**config.mk**
```make
export PLATFORM = sky130hd
export DESIGN_NAME = i2c_reg_slave
export DESIGN_NICKNAME = d
export VERILOG_FILES = /design/src/rtl/i2c_pkg.sv /design/src/rtl/i2c_bus_sync.sv /design/src/rtl/i2c_reg_slave.sv
export SDC_FILE = /design/constraint.sdc
export NUM_CORES = 1
export LEC_CHECK = 0
export CORE_ASPECT_RATIO = 1.75
export CORE_UTILIZATION = 59
export DETAILED_ROUTE_END_ITERATION = 12
export PLACE_DENSITY = 0.86
export SLEW_MARGIN = 10
export SYNTH_ARGS = -nofsm -noshare
export SYNTH_HDL_FRONTEND = slang
export SYNTH_HIERARCHICAL = 1
export SYNTH_SLANG_ARGS = --single-unit
```
**constraint.sdc**
```tcl
create_clock -name clk -period 11 [get_ports clk]
set_clock_uncertainty 0.2 [all_clocks]
set_input_delay 2.2 -clock clk [delete_from_list [all_inputs] [get_ports clk]]
set_output_delay 2.2 -clock clk [all_outputs]
set_load 0.02 [all_outputs]
```
**src/rtl/i2c_pkg.sv**
```systemverilog
// Shared definitions for the I2C register slave: FSM state encoding,
// acknowledge levels and the R/W bit encoding.
package i2c_pkg;

  typedef enum logic [3:0] {
    ST_IDLE      = 4'd0,
    ST_DEV_ADDR  = 4'd1,
    ST_ADDR_ACK  = 4'd2,
    ST_REG_ADDR  = 4'd3,
    ST_REG_ACK   = 4'd4,
    ST_WRITE     = 4'd5,
    ST_WRITE_ACK = 4'd6,
    ST_READ      = 4'd7,
    ST_READ_ACK  = 4'd8
  } state_t;

  localparam logic ACK      = 1'b0;
  localparam logic NACK     = 1'b1;
  localparam logic RW_WRITE = 1'b0;
  localparam logic RW_READ  = 1'b1;

endpackage

```
**src/rtl/i2c_bus_sync.sv**
```systemverilog
// Two-flop synchroniser for SCL/SDA plus one history stage for edge,
// START and STOP detection. Everything resets to the idle-bus level (1).
module i2c_bus_sync (
  input  logic clk,
  input  logic rst_n,
  input  logic scl_in,
  input  logic sda_in,
  output logic scl,
  output logic sda,
  output logic scl_rise,
  output logic scl_fall,
  output logic start,
  output logic stop
);

  logic [1:0] scl_ff;
  logic [1:0] sda_ff;
  logic       scl_d;
  logic       sda_d;

  always_ff @(posedge clk) begin
    if (!rst_n) begin
      scl_ff <= 2'b11;
      sda_ff <= 2'b11;
      scl_d  <= 1'b1;
      sda_d  <= 1'b1;
    end else begin
      scl_ff <= {scl_ff[0], scl_in};
      sda_ff <= {sda_ff[0], sda_in};
      scl_d  <= scl_ff[1];
      sda_d  <= sda_ff[1];
    end
  end

  assign scl      = scl_ff[1];
  assign sda      = sda_ff[1];
  assign scl_rise = scl & ~scl_d;
  assign scl_fall = ~scl & scl_d;
  // SDA may only move while SCL is high (before and after) for START/STOP
  assign start    = scl & scl_d & sda_d & ~sda;
  assign stop     = scl & scl_d & ~sda_d & sda;

endmodule

```
**src/rtl/i2c_reg_slave.sv**
```systemverilog
// I2C slave exposing a small register file with auto-incrementing pointer.
//
// state        | meaning
// IDLE         | waiting for START, SDA released
// DEV_ADDR     | shifting in 7-bit device address + R/W
// ADDR_ACK     | driving ACK for the device address
// REG_ADDR     | shifting in register index
// REG_ACK      | driving ACK for the register index
// WRITE        | shifting in a data byte
// WRITE_ACK    | driving ACK for a data byte
// READ         | shifting out regs[pointer], MSB first
// READ_ACK     | sampling master ACK/NACK
module i2c_reg_slave
  import i2c_pkg::*;
#(
  parameter logic [6:0] DEV_ADDR = 7'h33,
  parameter int         NUM_REGS = 3,
  parameter int         DATA_W   = 6
) (
  input  logic                       clk,
  input  logic                       rst_n,
  input  logic                       ena,
  input  logic                       scl_in,
  input  logic                       sda_in,
  output logic                       sda_oe,
  output logic [NUM_REGS*DATA_W-1:0] regs,
  output logic                       wr_strobe,
  output logic [7:0]                 wr_addr,
  output logic                       busy
);

  state_t     state;
  logic [3:0] cnt;
  logic [7:0] sr;
  logic [7:0] ptr;
  logic       rw;
  logic       mack;

  logic scl, sda, scl_rise, scl_fall, start, stop;

  logic [7:0] rx_byte;
  logic [7:0] rd_byte;
  logic [7:0] ptr_next;

  i2c_bus_sync u_sync (
    .clk      (clk),
    .rst_n    (rst_n),
    .scl_in   (scl_in),
    .sda_in   (sda_in),
    .scl      (scl),
    .sda      (sda),
    .scl_rise (scl_rise),
    .scl_fall (scl_fall),
    .start    (start),
    .stop     (stop)
  );

  assign rx_byte  = {sr[6:0], sda};
  assign ptr_next = (ptr == 8'(NUM_REGS - 1)) ? 8'd0 : ptr + 8'd1;

  always_comb begin
    rd_byte = '0;
    rd_byte[DATA_W-1:0] = regs[ptr*DATA_W +: DATA_W];
  end

  always_ff @(posedge clk) begin
    if (!rst_n) begin
      state     <= ST_IDLE;
      cnt       <= 4'd0;
      sr        <= 8'd0;
      ptr       <= 8'd0;
      rw        <= RW_WRITE;
      mack      <= NACK;
      sda_oe    <= 1'b0;
      regs      <= '0;
      wr_strobe <= 1'b0;
      wr_addr   <= 8'd0;
      busy      <= 1'b0;
    end else begin
      wr_strobe <= 1'b0;
      if (!ena) begin
        state  <= ST_IDLE;
        cnt    <= 4'd0;
        sda_oe <= 1'b0;
        busy   <= 1'b0;
      end else if (start) begin
        // busy is kept across a repeated START until the address is judged
        state  <= ST_DEV_ADDR;
        cnt    <= 4'd0;
        sda_oe <= 1'b0;
      end else if (stop) begin
        state  <= ST_IDLE;
        cnt    <= 4'd0;
        sda_oe <= 1'b0;
        busy   <= 1'b0;
      end else begin
        case (state)
          ST_IDLE: ;
          ST_DEV_ADDR: begin
            if (scl_rise && cnt != 4'd8) begin
              sr  <= rx_byte;
              cnt <= cnt + 4'd1;
            end else if (scl_fall && cnt == 4'd8) begin
              cnt <= 4'd0;
              if (sr[7:1] == DEV_ADDR) begin
                rw     <= sr[0];
                sda_oe <= 1'b1;
                busy   <= 1'b1;
                state  <= ST_ADDR_ACK;
              end else begin
                busy  <= 1'b0;
                state <= ST_IDLE;
              end
            end
          end
          ST_ADDR_ACK: begin
            if (scl_fall) begin
              cnt <= 4'd0;
              if (rw == RW_READ) begin
                sr     <= rd_byte;
                sda_oe <= ~rd_byte[7];
                state  <= ST_READ;
              end else begin
                sda_oe <= 1'b0;
                state  <= ST_REG_ADDR;
              end
            end
          end
          ST_REG_ADDR: begin
            if (scl_rise && cnt != 4'd8) begin
              sr  <= rx_byte;
              cnt <= cnt + 4'd1;
            end else if (scl_fall && cnt == 4'd8) begin
              cnt <= 4'd0;
              if (9'(sr) < 9'(NUM_REGS)) begin
                ptr    <= sr;
                sda_oe <= 1'b1;
                state  <= ST_REG_ACK;
              end else begin
                busy  <= 1'b0;
                state <= ST_IDLE;
              end
            end
          end
          ST_REG_ACK: begin
            if (scl_fall) begin
              sda_oe <= 1'b0;
              cnt    <= 4'd0;
              state  <= ST_WRITE;
            end
          end
          ST_WRITE: begin
            if (scl_rise && cnt != 4'd8) begin
              sr  <= rx_byte;
              cnt <= cnt + 4'd1;
              if (cnt == 4'd7) begin
                regs[ptr*DATA_W +: DATA_W] <= rx_byte[DATA_W-1:0];
                wr_strobe <= 1'b1;
                wr_addr   <= ptr;
                ptr       <= ptr_next;
              end
            end else if (scl_fall && cnt == 4'd8) begin
              cnt    <= 4'd0;
              sda_oe <= 1'b1;
              state  <= ST_WRITE_ACK;
            end
          end
          ST_WRITE_ACK: begin
            if (scl_fall) begin
              sda_oe <= 1'b0;
              cnt    <= 4'd0;
              state  <= ST_WRITE;
            end
          end
          ST_READ: begin
            // bit 7 was put on the bus on entry; each fall presents the next bit
            if (scl_rise && cnt != 4'd8) begin
              cnt <= cnt + 4'd1;
            end else if (scl_fall && cnt == 4'd8) begin
              cnt    <= 4'd0;
              sda_oe <= 1'b0;
              ptr    <= ptr_next;
              state  <= ST_READ_ACK;
            end else if (scl_fall && cnt != 4'd0) begin
              sr     <= {sr[6:0], 1'b0};
              sda_oe <= ~sr[6];
            end
          end
          ST_READ_ACK: begin
            if (scl_rise) begin
              mack <= sda;
            end else if (scl_fall) begin
              cnt <= 4'd0;
              if (mack == ACK) begin
                sr     <= rd_byte;
                sda_oe <= ~rd_byte[7];
                state  <= ST_READ;
              end else begin
                sda_oe <= 1'b0;
                busy   <= 1'b0;
                state  <= ST_IDLE;
              end
            end
          end
          default: begin
            sda_oe <= 1'b0;
            busy   <= 1'b0;
            state  <= ST_IDLE;
          end
        endcase
      end
    end
  end

endmodule

```
==> results of run 1 <==
## logic make-up after synthesis
kind of cell	count (synthesis)	synth area share
multiplexers	28	0.06861
buffers and inverters	49	0.04778
adder cells (fa/ha/maj)	18	0.05697
flip-flops	61	0.2989
AO/OA/AOI/OAI	130	0.2116
XOR/XNOR	11	0.02726
AND/OR/NAND/NOR	244	0.2888
## per-stage QoR
stage	power (mW)	hold WS [ns]	area, µm²
after floorplan	0.2375	0.1863	4085
after global placement	0.2417	0.1892	4417
after detailed placement	0.2420	0.1986	4417
after CTS	0.5392	0.2114	4731
after global routing	0.5509	0.2317	4731
final	0.5368	0.2063	4731
## registers in the layout (all words and copies together) (netlist names)
signal and flops:
state 4, u_sync/sda_ff 2, sr 8, u_sync/sda_d 1, cnt 4, u_sync/scl_ff 2
mack 1, u_sync/scl_d 1, regs 18, sda_oe 1, rw 1, ptr 8
wr_addr 8, busy 1, wr_strobe 1
## per-layer routing
layer  vias to the layer above  track usage  part of all wire
li1                       1974            -                 -
met1                      1964       0.3448              0.37
met2                       191       0.6201              0.52
met3                        61      0.07520             0.056
met4                         0       0.2222             0.054
met5                         -            0                 0
## cell usage in the layout, fill, tap and decap left out, drive strengths merged, types with 10 or more instances in the layout
cell type,Yosys,final
nand3,17,17
a21oi,40,40
o21ai,24,24
inv,17,17
nand2b,10,10
nor2b,17,17
ha,17,17
nand2,74,74
a22oi,12,12
nor3,13,13
clkdlybuf4s50,0,33
dfxtp,61,61
mux2i,28,28
nor2,69,69
## report_power, final
| part | switching (mW) | internal [mW] | leakage (nW) |
|---|---|---|---|
| registers | 0.00180 | 0.222 | 0.492 |
| logic | 0.00903 | 0.00474 | 1.17 |
| clock network | 0.102 | 0.197 | 0.147 |
## critical path: stages, from the launching register on
cell,delay (ns)
dfxtp_1,0.77
inv_1,0.15
ha_1,0.67
or4b_1,0.63
or4_1,0.44
o31ai_2,0.14
nand2_1,0.10
nor3_1,0.32
ha_1,0.34
nor4_1,0.29
and3_1,0.19
and4_1,0.26
mux2i_1,0.21
nor2_1,0.05
## cell type report
class	instances	area (µm²)	share of cell area
multi-input combinational	431	2669	0.5641
tap	82	102.6	0.02169
inverter	17	63.81	0.01349
sequential	61	1221	0.2581
timing repair buffer	37	360.3	0.07617
clock buffer	9	225.2	0.04761
clock inverter	6	88.84	0.01878
## worst paths after layout
path / cells after the start / slack, ns / end
worst min register to register: 1 / 0.21 / u_sync/scl_ff[1]
worst max register to register: 13 / 6.09 / regs[1]
worst min-delay path: 1 / 0.21 / u_sync/scl_ff[1]
worst max-delay path: 13 / 6.09 / regs[1]
==> impl_metrics.tcl, run 1 <==
set metrics [dict create \
    status "complete, no violations" \
    timing.max_cap.violations 0 \
    number_of_global_route_vias_before_repair 4121 \
    antenna_cells_inserted 0 \
    wl_per_cell_um 18.39 \
    path_clk_slew_ns 0.05 \
    drtPass1Iterations 5 \
    syn-cell-area_mm2 0.004085 \
    leakage_power_summed_over_all_cells_nw 1.805 \
    peakVddDrop_mv 0.1257 \
    floorplan.rows 39 \
    drc 0 \
    yosys-top-cells-area "dfxtp_1 30%, mux2i_1 6.9%, nand2_1 6.8%, nor2_1 6.3%, ha_1 5.2%" \
    effective_utilization_at_floorplan 0.6201 \
    dpl.cell_count 628 \
    clk-insertion-delay-late_ns 0.33 \
    setup.worst_path.start "ptr[1]" \
    hold_path.class "flip-flop to flip-flop" \
    synth_nets 564 \
    die_width_um 64.90 \
    cts_tree "yes" \
    ant_nets 0 \
    critPathCaptureType "flip-flop" \
    stdcell_count 643 \
    synthMostInstantiatedCell "nand2_1" \
    worst_slack_at_placement_ns 6.223 \
    numClockSinks 61 \
    place.detailed.hpwl_mm 8.572 \
    crit_path_max_fanout 31 \
    layout.core_utilization 0.7181 \
    gpl.final_weighted_congestion 0.9996 \
    routed_wirelength_mm 11.82 \
    worstMarginPinSlew_ns 0.8909 \
    critical_path_arrival_ns 4.91 \
    groute.usage.overall 0.3451 \
    number_of_top_level_design_ports 34 \
    detailedRoute.firstIterationViolations 420 \
    cts_root_buffer "clkbuf_16" \
    core_box_area_mm2 0.006588 \
    asyncSetResetFlopFracSynth 0 \
    finalNetCount 580 \
    cts_inserted_buffers 9 \
    grt_pass1_wl_mm 19.30 \
    time_the_final_worst_path_needs_with_i_o_delays_and_setup_ns 4.913 \
    synth_enable_flop_cells 0 \
    synth_top_flop_cell "dfxtp_1" \
    post-synth-top-area-fraction 0.2989 \
    timing.max_slew.rel_slack 0.4061 \
    worst-setup-path-type "flip-flop to flip-flop" \
    quantity_of_i_o_buffers_inserted_on_ports 33 \
    die_area_mm2 0.007274 \
    worstReg2RegStart "ptr[1]" \
    final_min_period_over_clock_period 0.4466 \
    achievable-frequency_mhz 203.6 \
    cts.htree.levels 3 \
    max-clock-path-buffers 2 \
    synth-seq-area-share 0.2989 \
    crit_required_ns 11.00 \
    postCtsSetupBuffers 0 \
    syn_inst 541 \
    start_kind "flip-flop" \
    commonest_cells_in_the_synthesized_netlist "74 x nand2_1, 69 x nor2_1, 61 x dfxtp_1" \
    cts_hold_repair.buffers 0 \
    ys_seq_elements 61 \
    number_of_antenna_violations_at_the_first_check_in_global_routing 0 \
    grt_setup_unrepaired "false" \
    post-synth-top-area-cell "dfxtp_1" \
    detail_route.vias_per_cell 6.516 \
    synth_cell_type_count 60 \
    grt_overflow_total 0 \
    setup-tns-final_ns 0 \
    cts_resized 0 \
    setup_viol 0 \
    finalHoldViolations 0 \
    final_max_slew_viol_count 0 \
    ratio_of_cells_with_drive_above_1_in_the_final_layout 0.05348 \
    maximum_number_of_pins_on_one_net_before_global_route_repair 39 \
    finalWorstSetupSlack_ns 6.088 \
    num_vias 4190 \
    hold_start "u_sync/scl_ff[0]" \
    syn_avg_cell_area_um2 7.551 \
    fp.dieH_um 112.1 \
    area_delta_synth_final_pct 15.80 \
    power_density_mw_per_mm2 113.5 \
    fillers 516 \
    synth_warnings 6 \
]
(Power assumes the default switching activity.)
==> inputs of run 2 (changes only) <==
==> constraint.sdc (replaced) <==
create_clock -name clk -period 4.8 [get_ports clk]
set_clock_uncertainty 0.2 [all_clocks]
set_input_delay 0.96 -clock clk [delete_from_list [all_inputs] [get_ports clk]]
set_output_delay 0.96 -clock clk [all_outputs]
set_load 0.02 [all_outputs]
==> impl_metrics.tcl, run 2 (synthesis gave the netlist of run 1 again) <==
set metrics [dict create \
    max-clock-path-buffers 2 \
    grt_use_met3 0.05996 \
    worstMarginPinSlew_ns 0.7136 \
    reg2reg_depth 12 \
    ant_nets 0 \
    crit_required_ns 4.86 \
    ratio_of_cells_with_drive_above_1_in_the_final_layout 0.05841 \
    num_vias 4141 \
    number_of_top_level_design_ports 34 \
    detail_route.vias_per_cell 6.400 \
    highest_count_cells_in_the_layout_ignoring_fill_and_taps "74 x nand2_1, 69 x nor2_1, 61 x dfxtp_1, 40 x a21oi_1, 33 x clkdlybuf4s50_1" \
    finalNetCount 584 \
    dpl.cell_count 632 \
    critPathCaptureType "flip-flop" \
    worst_slack_at_placement_ns 0.5103 \
    power_switching_mw 0.2492 \
    worst-setup-path-type "flip-flop to flip-flop" \
    power_switching_share 0.2020 \
    grt_pass1_wl_mm 19.36 \
    routed_wirelength_mm 12.03 \
    min_delay_worst_endpoint "u_sync/sda_ff[1]" \
    timing.max_cap.violations 0 \
    start_kind "flip-flop" \
    final_max_slew_viol_count 0 \
    hold_start "u_sync/sda_ff[0]" \
    final_common_cell "nand2_1" \
    timing.max_slew.rel_slack 0.5236 \
    floorplan.rows 39 \
    antenna_cells_inserted 0 \
    numClockSinks 61 \
    maximum_number_of_pins_on_one_net_before_global_route_repair 35 \
    finalHoldViolations 0 \
    groute.usage.overall 0.3465 \
    power_density_mw_per_mm2 259.1 \
    largest_register_ff_count 18 \
    finalWorstSetupSlack_ns 0.3820 \
    internal-power_mw 0.9847 \
    effective_utilization_at_floorplan 0.6201 \
    wl_per_cell_um 18.59 \
    achievable-frequency_mhz 226.3 \
    place.detailed.hpwl_mm 8.535 \
    postCtsSetupBuffers 0 \
    time_the_final_worst_path_needs_with_i_o_delays_and_setup_ns 4.418 \
    die_area_mm2 0.007274 \
    clk-insertion-delay-late_ns 0.33 \
    hold_path.class "flip-flop to flip-flop" \
    grt_overflow_total 0 \
    globalRoute.busiestLayer "met2" \
    global_route.usage.met1 0.3631 \
    gpl.final_weighted_congestion 0.9643 \
    critical_path_arrival_ns 4.48 \
    m2_gr_usage 0.6104 \
    fp.dieH_um 112.1 \
    stdcell_count 647 \
    worstReg2RegStart "ptr[2]" \
    quantity_of_i_o_buffers_inserted_on_ports 33 \
    final_min_period_over_clock_period 0.9204 \
    core_box_area_mm2 0.006588 \
    cts.htree.levels 3 \
    detailedRoute.firstIterationViolations 347 \
    status "complete, no violations" \
    r2r_end "regs[2]" \
    setup_viol 0 \
    max_flop_register "regs" \
    cts_resized 0 \
    setup-tns-final_ns 0 \
    area_delta_synth_final_pct 16.57 \
    peakVddDrop_mv 0.2576 \
    path_clk_slew_ns 0.05 \
    crit_path_max_fanout 19 \
    timing.reg2reg.setup_slack_ns 0.38 \
    grt_setup_unrepaired "false" \
    cts_tree "yes" \
    cts_root_buffer "clkbuf_16" \
    number_of_global_route_vias_before_repair 4044 \
    hold_path_depth 1 \
    cts_hold_repair.buffers 0 \
    number_of_antenna_violations_at_the_first_check_in_global_routing 0 \
    cts_inserted_buffers 9 \
    drtPass1Iterations 7 \
    leakage_power_summed_over_all_cells_nw 1.828 \
    die_width_um 64.90 \
    combinationalPowerShare 0.026 \
    drc 0 \
    power.clock.fraction 0.558 \
    sequential_power_share 0.416 \
]
==> run 2: power by group through the flow <==
stage	Clock [mW]	Combinational, mW	Sequential [mW]
3_5_place_dp	0	0.0315	0.524
4_1_cts	0.696	0.0316	0.513
2_1_floorplan	0	0.0229	0.521
3_3_place_gp	0	0.0308	0.524
5_1_grt	0.718	0.0348	0.513
6_report	0.688	0.0322	0.513
==> run 2: worst max-delay path: stages (launching register included) <==
cell and delay [ns]:
dfxtp_1 0.72, fa_1 0.58, or4b_1 0.48, or4_1 0.45
o31ai_2 0.12, nand2_1 0.09, nor3_1 0.28, ha_1 0.32
nor4_1 0.30, and4_1 0.22, a21oi_1 0.11, nor2_1 0.27
mux2i_1 0.21
==> run 2: final cells by class <==
class	count	area (µm²)
Tap cell	82	102.6
Fill cell	501	1826
Clock buffer	11	242.7
Sequential cell	61	1221
Multi-Input combinational cell	431	2669
Clock inverter	4	72.57
Timing Repair Buffer	41	390.4
Inverter	17	63.81
==> run 2: how the worst max path moves through the flow <==
stage | start | to | depth (start not counted)
finish | ptr[2] | regs[2] | 12
global route | ptr[2] | regs[2] | 12
CTS | ptr[2] | regs[2] | 12
detailed placement | ptr[2] | regs[3] | 12
global placement | ptr[2] | regs[1] | 12
floorplan | ptr[1] | regs[0] | 14
==> run 2: per-stage QoR <==
stage	instance area (µm²)	util	total power, mW	hold WS (ns)
2_1_floorplan	4085	-	0.5443	0.1863
3_3_place_gp	4447	0.6750	0.5544	0.1898
3_5_place_dp	4447	0.6750	0.5552	0.1965
4_1_cts	4762	0.7229	1.240	0.2087
5_1_grt	4762	0.7229	1.266	0.2272
6_report	4762	0.7229	1.234	0.2035
==> run 2: metal layers <==
metal,routed length (µm),share of wire
met5,0,0
met1,4367,0.36
met4,677,0.056
met2,6354,0.53
met3,628,0.052
